[src/rtl/key_debounce_pulse_if.sv]
// Button-side signal bundle for key_debounce_pulse.
// The stimulus/board side (master) drives the raw key. The debouncer (slave)
// returns the clean level, the one-cycle advance strobe and its FSM state.
// Handshake: there is none. btn_in is a free-running asynchronous level.
// pressed is a registered level. pulse is a registered strobe that is
// qualified only by being high for a clock cycle.
interface key_debounce_pulse_if;
    logic       btn_in;
    logic       pressed;
    logic       pulse;
    logic [1:0] dbg_state;

    modport master (output btn_in, input pressed, input pulse, input dbg_state);
    modport slave  (input btn_in, output pressed, output pulse, output dbg_state);
endinterface

[src/rtl/key_debounce_pulse.sv]
// Push-button conditioner.
// The raw key passes through a 2-flop synchronizer and is normalized to btn_s
// (1 = active). A 4-state FSM accepts a press or release only after
// DEBOUNCE_CYCLES consecutive equal samples. Each accepted press emits one
// registered pulse. Optional auto-repeat re-issues pulses while the key is held.
module key_debounce_pulse #(
    parameter int DEBOUNCE_CYCLES = 1000000,
    parameter bit BTN_ACTIVE_LOW  = 1'b1,
    parameter bit REPEAT_EN       = 1'b0,
    parameter int REPEAT_DELAY    = 25000000,
    parameter int REPEAT_PERIOD   = 5000000
) (
    input  logic                 clk,
    input  logic                 rst,
    key_debounce_pulse_if.slave  bus
);

    localparam int DB_W    = $clog2(DEBOUNCE_CYCLES + 1);
    localparam int REP_MAX = (REPEAT_DELAY > REPEAT_PERIOD) ? REPEAT_DELAY : REPEAT_PERIOD;
    localparam int REP_W   = $clog2(REP_MAX + 1);

    localparam logic [DB_W-1:0]  DB_ONE     = DB_W'(1);
    localparam logic [DB_W-1:0]  DB_TARGET  = DB_W'(DEBOUNCE_CYCLES);
    localparam logic [REP_W-1:0] REP_ONE    = REP_W'(1);
    localparam logic [REP_W-1:0] REP_DELAY  = REP_W'(REPEAT_DELAY);
    localparam logic [REP_W-1:0] REP_PERIOD = REP_W'(REPEAT_PERIOD);
    localparam logic             INACTIVE   = BTN_ACTIVE_LOW;

    typedef enum logic [1:0] {
        IDLE        = 2'd0,
        ARM_PRESS   = 2'd1,
        HELD        = 2'd2,
        ARM_RELEASE = 2'd3
    } state_t;

    state_t           state, state_nx;
    logic [DB_W-1:0]  db_cnt, db_cnt_nx;
    logic [REP_W-1:0] rep_cnt, rep_cnt_nx;
    logic             rep_first, rep_first_nx;
    logic             pressed_q, pressed_nx;
    logic             pulse_q, pulse_nx;
    logic             sync1, sync2;
    logic             btn_s;
    logic [DB_W-1:0]  db_inc;
    logic [REP_W-1:0] rep_inc;
    logic [REP_W-1:0] rep_target;

    // Two-flop synchronizer. It resets to the idle key level, so a key held
    // through reset looks like a fresh press.
    always_ff @(posedge clk or negedge rst) begin
        if (!rst) begin
            sync1 <= INACTIVE;
            sync2 <= INACTIVE;
        end else begin
            sync1 <= bus.btn_in;
            sync2 <= sync1;
        end
    end

    assign btn_s      = BTN_ACTIVE_LOW ? ~sync2 : sync2;
    assign db_inc     = db_cnt + DB_ONE;
    assign rep_inc    = rep_cnt + REP_ONE;
    assign rep_target = rep_first ? REP_DELAY : REP_PERIOD;

    // State, counters and the registered outputs.
    always_ff @(posedge clk or negedge rst) begin
        if (!rst) begin
            state     <= IDLE;
            db_cnt    <= '0;
            rep_cnt   <= '0;
            rep_first <= 1'b1;
            pressed_q <= 1'b0;
            pulse_q   <= 1'b0;
        end else begin
            state     <= state_nx;
            db_cnt    <= db_cnt_nx;
            rep_cnt   <= rep_cnt_nx;
            rep_first <= rep_first_nx;
            pressed_q <= pressed_nx;
            pulse_q   <= pulse_nx;
        end
    end

    // Next-state logic. pulse_nx defaults low, so any pulse lasts one cycle
    // unless the repeat logic asks for it again.
    always_comb begin
        state_nx     = state;
        db_cnt_nx    = db_cnt;
        rep_cnt_nx   = rep_cnt;
        rep_first_nx = rep_first;
        pressed_nx   = pressed_q;
        pulse_nx     = 1'b0;
        case (state)
            IDLE: begin
                if (btn_s) begin
                    if (DB_TARGET == DB_ONE) begin
                        state_nx     = HELD;
                        pressed_nx   = 1'b1;
                        pulse_nx     = 1'b1;
                        db_cnt_nx    = '0;
                        rep_cnt_nx   = '0;
                        rep_first_nx = 1'b1;
                    end else begin
                        state_nx  = ARM_PRESS;
                        db_cnt_nx = DB_ONE;
                    end
                end
            end
            ARM_PRESS: begin
                if (!btn_s) begin
                    state_nx  = IDLE;
                    db_cnt_nx = '0;
                end else if (db_inc == DB_TARGET) begin
                    state_nx     = HELD;
                    pressed_nx   = 1'b1;
                    pulse_nx     = 1'b1;
                    db_cnt_nx    = '0;
                    rep_cnt_nx   = '0;
                    rep_first_nx = 1'b1;
                end else begin
                    db_cnt_nx = db_inc;
                end
            end
            HELD: begin
                // A release sample takes priority over a due repeat pulse.
                if (!btn_s) begin
                    if (DB_TARGET == DB_ONE) begin
                        state_nx   = IDLE;
                        pressed_nx = 1'b0;
                        db_cnt_nx  = '0;
                    end else begin
                        state_nx  = ARM_RELEASE;
                        db_cnt_nx = DB_ONE;
                    end
                end else if (REPEAT_EN) begin
                    if (rep_inc == rep_target) begin
                        pulse_nx     = 1'b1;
                        rep_cnt_nx   = '0;
                        rep_first_nx = 1'b0;
                    end else begin
                        rep_cnt_nx = rep_inc;
                    end
                end
            end
            ARM_RELEASE: begin
                if (btn_s) begin
                    // The release bounced. Go back to holding, and the repeat
                    // timer restarts from the initial delay.
                    state_nx     = HELD;
                    db_cnt_nx    = '0;
                    rep_cnt_nx   = '0;
                    rep_first_nx = 1'b1;
                end else if (db_inc == DB_TARGET) begin
                    state_nx   = IDLE;
                    pressed_nx = 1'b0;
                    db_cnt_nx  = '0;
                end else begin
                    db_cnt_nx = db_inc;
                end
            end
            default: begin
                state_nx  = IDLE;
                db_cnt_nx = '0;
            end
        endcase
    end

    assign bus.pressed   = pressed_q;
    assign bus.pulse     = pulse_q;
    assign bus.dbg_state = state;

endmodule

[src/flat_wrapper.sv]
// flat-port wrapper written by rule: the top's interface ports become plain ports
module key_debounce_pulse_flat 
#(
    parameter int DEBOUNCE_CYCLES = 1000000,
    parameter bit BTN_ACTIVE_LOW  = 1'b1,
    parameter bit REPEAT_EN       = 1'b0,
    parameter int REPEAT_DELAY    = 25000000,
    parameter int REPEAT_PERIOD   = 5000000
)
  (clk, rst, bus_btn_in, bus_pressed, bus_pulse, bus_dbg_state);
  key_debounce_pulse_if bus_i ();
  input  logic clk;
  input  logic rst;
  input wire logic [$bits(bus_i.btn_in)-1:0] bus_btn_in;
  output wire logic [$bits(bus_i.pressed)-1:0] bus_pressed;
  output wire logic [$bits(bus_i.pulse)-1:0] bus_pulse;
  output wire logic [$bits(bus_i.dbg_state)-1:0] bus_dbg_state;
  assign bus_i.btn_in = bus_btn_in;
  assign bus_pressed = bus_i.pressed;
  assign bus_pulse = bus_i.pulse;
  assign bus_dbg_state = bus_i.dbg_state;
  key_debounce_pulse #(.DEBOUNCE_CYCLES(DEBOUNCE_CYCLES), .BTN_ACTIVE_LOW(BTN_ACTIVE_LOW), .REPEAT_EN(REPEAT_EN), .REPEAT_DELAY(REPEAT_DELAY), .REPEAT_PERIOD(REPEAT_PERIOD)) u_core (.clk(clk), .rst(rst), .bus(bus_i));
endmodule
[config.mk]
export PLATFORM = sky130hd
export DESIGN_NAME = key_debounce_pulse_flat
export DESIGN_NICKNAME = d
export VERILOG_FILES = /design/src/rtl/key_debounce_pulse_if.sv /design/src/rtl/key_debounce_pulse.sv /design/src/flat_wrapper.sv
export SDC_FILE = /design/constraint.sdc
export NUM_CORES = 1
export LEC_CHECK = 0
export BUFFER_PORTS_ARGS = -buffer_cell sky130_fd_sc_hd__buf_2
export CORE_ASPECT_RATIO = 0.6
export CORE_MARGIN = 2
export CORE_UTILIZATION = 50
export CTS_BUF_LIST = sky130_fd_sc_hd__clkbuf_8
export CTS_CLUSTER_SIZE = 10
export DETAILED_ROUTE_END_ITERATION = 12
export PLACE_DENSITY = 0.67
export SLEW_MARGIN = 20
export SYNTH_ARGS = -nofsm -noshare
export SYNTH_HDL_FRONTEND = slang
export SYNTH_SLANG_ARGS = --single-unit
[constraint.sdc]
create_clock -name clk -period 3.6 [get_ports clk]
set_input_delay 0.72 -clock clk [delete_from_list [all_inputs] [get_ports clk]]
set_output_delay 0.72 -clock clk [all_outputs]
set_load 0.005 [all_outputs]
## Yosys cells after proc, flatten, opt, wreduce, memory -nomap -nowiden

Cells that the tools add are included.

- Register bits after elaboration: 26
- Bits of input ports: 3
- Word-level logic and storage cells: 45

- Add/sub/neg operators: 1
- Eq/ne operators: 12
- Multiplexer cells: 21
- Reductions and logical operators: 5

Operator list:

| cell | number |
|---|---|
| $mux 20 | 5 |
| $pmux 20 s4 | 1 |
| $add 20x1->20 const B | 1 |
| $eq 20x20->1 const B | 1 |
| $mux 2 | 6 |
| $ne 2x1->1 const B | 4 |
| $pmux 2 s4 | 1 |
| $mux 1 | 7 |
| $reduce_and 5->1 | 1 |
| $eq 2x2->1 const B | 2 |
| $ne 2x2->1 const B | 2 |
| $reduce_and 4->1 | 1 |
| $ne 3x1->1 const B | 1 |
| $ne 3x3->1 const B | 1 |
| $eq 2x1->1 const B | 1 |
| $logic_not 2->1 | 1 |
| $pmux 1 s2 | 1 |
| $reduce_and 2->1 | 1 |
| $reduce_bool 2->1 | 1 |

## Longest topological paths before layout

- Depth after elaboration: 5
- Gate-level depth with buffers: 9
- Depth with buffers taken out: 8

## Worst setup path before layout

Ideal clock, no wire load.

- Kind: reg-to-reg
- Start point: reg u_core.db_cnt[0]
- End point: reg u_core.pressed_q (netlist: u_core.bus.pressed)
- Library setup time: 0.124 ns
- Arrival: 2.535 ns
- Slack: 0.941 ns
- Stages on the path, launching flop included: 9
- Path buffers: 0
- Clock period less this slack: 2.659 ns
- Cell sequence: dfrtp_1 > ha_1 > and2_1 > nand4_4 > or4_1 > a21boi_1 > nor2_1 > or4_4 > a211o_1

- Word-level cells in the longest chain between the ends: 4
- Elaborated cells on any way between the ends: 5
- Those cells by class: add/sub: 1; eq/ne: 3; reduce/logical: 1

RTL lines:

| item | line | RTL |
|---|---|---|
| start: declaration | key_debounce_pulse.sv:37 | `logic [DB_W-1:0] db_cnt, db_cnt_nx;` |
| start signal: assignment | key_debounce_pulse.sv:76 | `db_cnt <= db_cnt_nx;` |
| $add 20x1->20 (*) | key_debounce_pulse.sv:61 | `assign db_inc = db_cnt + DB_ONE;` |
| $eq 20x20->1 (*) | key_debounce_pulse.sv:113, key_debounce_pulse.sv:153 |  |
| $ne 2x1->1 (no line) | n/a |  |
| $reduce_and 5->1 (no line) (*) | n/a |  |
| end signal: assignment | key_debounce_pulse.sv:79 | `pressed_q <= pressed_nx;` |
| end: declaration | key_debounce_pulse.sv:40 | `logic pressed_q, pressed_nx;` |

Mark *: on every way between the ends. The rest lies on a longest branch, timed or not.
A chain may end at the register's enable or synchronous reset.

## Final worst setup path

Ends and elaborated chain as after synthesis.

==> metrics list <==
- Via count of the first global-routing pass: 1558
- Most used DFF post-synth: sky130_fd_sc_hd__dfrtp_1
- The analysis attributes to cell leakage a power of 0.6982 nW.
- Vias after detailed routing: 1620
- Timing-limited maximum frequency: 331.6 MHz
- Dividing total power by cell area gives a power density of 322.1 mW/mm^2.
- Peak supply drop: 179.0 uV
- Share of post-route cells with drive strength above 1: 11.65%
- Boundary pin count: 7
* Run status: finished, final reports clean
- Worst slew margin relative to its limit: 50.52%
- In the final routed layout, each cell accounts on average for 17.86 um.
- Setup total negative slack: 0 ps
- Once layout is complete, the cells apart from fillers number 251.
- Entering global routing, the biggest net connects 27 pins.
- Routed wire length: 4483 um
* Total buffers and inverters traversed by the critical path: 0
- The synthesized design devotes to its leading area cell type 35.06% of total area.
* Total of endpoints with negative setup slack in the final report: 0
* Clock network fraction of total power: 41.8%
- Summing all non-filler instances in the final layout gives an area of 0.001832 sq mm.
- Y dimension of the die: 49.34 um
- Clock-pin slew on the worst setup and hold paths: 90 ps
* Remaining number of nets flagged by the antenna check after routing: 0
* CP Class: flop to flop
- Switching part of the total: 22.29%
- Buffers added to address setup during post-CTS repair amount to 0.
- Peak per-stage delay on the critical path: 540 ps
- The worst path needs 3016 ps of the cycle, external delays included.
* Register bit total from synthesis: 26
* Wire length of the first global-routing pass: 7665 um
- Global routing consumed, over all layers together, 25.58% of the routing resources.
- The count of buffers added on input and output ports is 6.
* Critical-path maximum fanout: 7
- Counting the buffers created by CTS gives 3.
- Maximum buffer depth of the clock tree: 2
* Endpoint required time on the critical path: 3770 ps
- The internal portion of the total power is 0.4585 mW.
* Synthesized instance count: 206
* Deepest level of the CTS H-tree: 1
* Number of instances in the placed design: 247
* CP max stage cell: sky130_fd_sc_hd__or4_1
- Dpl hpwl: 3213 um
- Element type at the critical path end: flop
- Max-cap violations in this run came to 0.
- Unrepaired setup endpoints after global routing: false
- Transition time of the tightest slew-check pin: 739.5 ps
* Average cell area after synthesis: 8.315 sq um
- Vias/cell: 6.454
- The cell area that synthesis handed to floorplanning was 0.001713 sq mm.
- In this run, post-CTS repair resized a total of 0 instances.
- Hold timing on the final database bottoms out at a slack of 360.3 ps.
- Global-route congestion overflow total: 0
- Largest area contributor in the synthesized netlist: sky130_fd_sc_hd__dfrtp_1
- Area after detailed placement: 0.001760 sq mm
- Count of antenna diodes in the layout: 0
- After the last flow step, the layout net total stands at 211.
- Logic pwr share: 6.3%
- Count of flip-flops with a built-in enable after synthesis: 0
- Number of design-rule violations left by the first detailed-router iteration: 204
- CTS root buffer: sky130_fd_sc_hd__clkbuf_8
- The max-slew violation count came to 0.
* Die Width: 79.56 um
- Crit share post-route: 83.77%
* Number of synthesis warnings: 0
* Cell class contributing the biggest share of worst-path delay: simple AND/OR/NAND/NOR gates
* Skew final: 3.411 ps
* Pre-antenna DRT Iters: 5
- TritonCTS built the clock tree.
- Relative to the synthesized area, the layout overhead comes to 6.940%.
- After synthesis, flip-flops and latches occupy 38.13% of the total area.
- Kind of start point of the critical path: flop
* Net switching power of the design: 0.1315 mW
- Sequential cells account for 51.9% of the total power.
* Utilization of the core after routing: 56.14%
- Starting utilization of the core area: 52.49%
- The initial antenna violation count was 0.
- Site row count: 16
* Core Area: 0.003263 sq mm
- The worst hold path belongs to the class flop to flop.
- DRC violation count after routing: 0
* Post-cts hold buffer count: 0
- Proportion of register bits with asynchronous set or reset after synthesis: 100.0%
* Clock latency at the later pin of the worst-skew pair: 280 ps
* Number of hold violations in the final report: 0
- At the worst endpoint, the arrival time is 3190 ps.
- Synthesized net count: 210
- Ranked by total cell area, the synthesized netlist is headed by sky130_fd_sc_hd__dfrtp_1, sky130_fd_sc_hd__nand3_1, sky130_fd_sc_hd__nand2_1.
- Worst path cell trace: ha_1 -> and2_1 -> nand4_4 -> or4_1 -> a21boi_1 -> nor2_1 -> or4_4 -> a211o_1
- The die covers 0.003925 sq mm.
* CTS sink count: 26
- The congestion estimate from routability-driven global placement came to 0.9488.
- Number of unique standard cell types used by synthesis: 48
-- logic make-up (layout without fill, tap and decap cells) --
group | Yosys count | after routing | share of synthesized area (%)
AO/OA/AOI/OAI | 36 | 36 | 14.25
XOR/XNOR | 8 | 8 | 4.091
adder cells (fa/ha/maj) | 1 | 1 | 0.7303
buffers and inverters | 23 | 23 | 5.771
flip-flops | 26 | 26 | 38.13
multiplexers | 2 | 2 | 1.169
AND/OR/NAND/NOR | 110 | 110 | 35.86
-- Yosys cell counts, types with 2 or more instances --
| cell type | instances |
|---|---|
| sky130_fd_sc_hd__dfrtp_1 | 24 |
| sky130_fd_sc_hd__nand4_1 | 9 |
| sky130_fd_sc_hd__and2_1 | 4 |
| sky130_fd_sc_hd__xor2_1 | 3 |
| sky130_fd_sc_hd__nand3_1 | 26 |
| sky130_fd_sc_hd__clkbuf_1 | 3 |
| sky130_fd_sc_hd__o22ai_1 | 3 |
| sky130_fd_sc_hd__clkbuf_2 | 2 |
| sky130_fd_sc_hd__and4_1 | 2 |
| sky130_fd_sc_hd__inv_1 | 10 |
| sky130_fd_sc_hd__nor3_1 | 8 |
| sky130_fd_sc_hd__a211o_1 | 2 |
| sky130_fd_sc_hd__o21ai_0 | 7 |
| sky130_fd_sc_hd__nand2b_1 | 2 |
| sky130_fd_sc_hd__a31oi_1 | 8 |
| sky130_fd_sc_hd__buf_2 | 8 |
| sky130_fd_sc_hd__or3_2 | 2 |
| sky130_fd_sc_hd__nor3b_1 | 2 |
| sky130_fd_sc_hd__a21oi_1 | 4 |
| sky130_fd_sc_hd__nand2_1 | 24 |
| sky130_fd_sc_hd__dfstp_2 | 2 |
| sky130_fd_sc_hd__nor4_1 | 4 |
| sky130_fd_sc_hd__and3_1 | 2 |
| sky130_fd_sc_hd__mux2i_1 | 2 |
| sky130_fd_sc_hd__nor2_1 | 9 |
| sky130_fd_sc_hd__or4_1 | 3 |
| sky130_fd_sc_hd__xnor2_1 | 5 |
| sky130_fd_sc_hd__or3_1 | 6 |
-- registers in the layout, indices dropped and copies added (netlist names), named ones only --
name and count:
u_core.bus.dbg_state 1, u_core.sync2 1, u_core.sync1 1, u_core.bus.pulse 1
u_core.db_cnt 20, u_core.bus.pressed 1
-- final timing paths --
path	depth (start not counted)	start	slack, ps	end
worst max-delay path	8	u_core.db_cnt[0]	580	u_core.bus.pressed
worst min-delay path	0	u_core.sync1	360	u_core.sync2
worst max register to register	8	u_core.db_cnt[0]	580	u_core.bus.pressed
worst min register to register	0	u_core.sync1	360	u_core.sync2
max in group asynchronous	1	rst	2790	u_core.db_cnt[12]
min in group asynchronous	1	rst	430	u_core.db_cnt[18]
-- power groups by stage --
stage / Clock, mW / Combinational, mW / Sequential (mW)
final: 0.247 / 0.0369 / 0.306
after global routing: 0.266 / 0.0421 / 0.307
after CTS: 0.250 / 0.0373 / 0.306
after detailed placement: 0 / 0.0373 / 0.312
after global placement: 0 / 0.0347 / 0.310
after floorplan: 0 / 0.0222 / 0.309
-- area by class of cell --
type,count,area [sq um]
Sequential cell,26,653.1
Inverter,10,37.54
Timing Repair Buffer,9,52.55
Clock inverter,1,30.03
Clock buffer,3,41.29
Fill cell,302,1431
Multi-Input combinational cell,157,960.9
Tap cell,45,56.30
-- stage by stage --
step | setup WS (ps) | total power, mW
after CTS | 616.8 | 0.5936
after floorplan | 941.3 | 0.3309
after global placement | 762.6 | 0.3451
final | 584.3 | 0.5901
after detailed placement | 623.5 | 0.3489
after global routing | 350.8 | 0.6157
-- layout by cell type, fill, tap and decap left out, types with 4 or more instances in the layout --
cell type,count
sky130_fd_sc_hd__nand3_1,26
sky130_fd_sc_hd__xnor2_1,5
sky130_fd_sc_hd__o21ai_0,7
sky130_fd_sc_hd__nor4_1,4
sky130_fd_sc_hd__or3_1,6
sky130_fd_sc_hd__nor2_1,9
sky130_fd_sc_hd__and2_1,4
sky130_fd_sc_hd__buf_2,6
sky130_fd_sc_hd__nand2_1,24
sky130_fd_sc_hd__a21oi_1,4
sky130_fd_sc_hd__dfrtp_1,24
sky130_fd_sc_hd__a31oi_1,8
sky130_fd_sc_hd__nor3_1,8
sky130_fd_sc_hd__nand4_1,9
sky130_fd_sc_hd__inv_1,10
-- per-layer routing --
metal	share of wire [%]	track usage, %	wire, um	vias to the layer above
met2	43	36.97	1941	78
met5	0	0	0	-
li1	-	-	-	766
met1	47	37.34	2097	764
met4	1.5	8.333	68	0
met3	8.4	6.296	375	12
(Power assumes the default switching activity.)
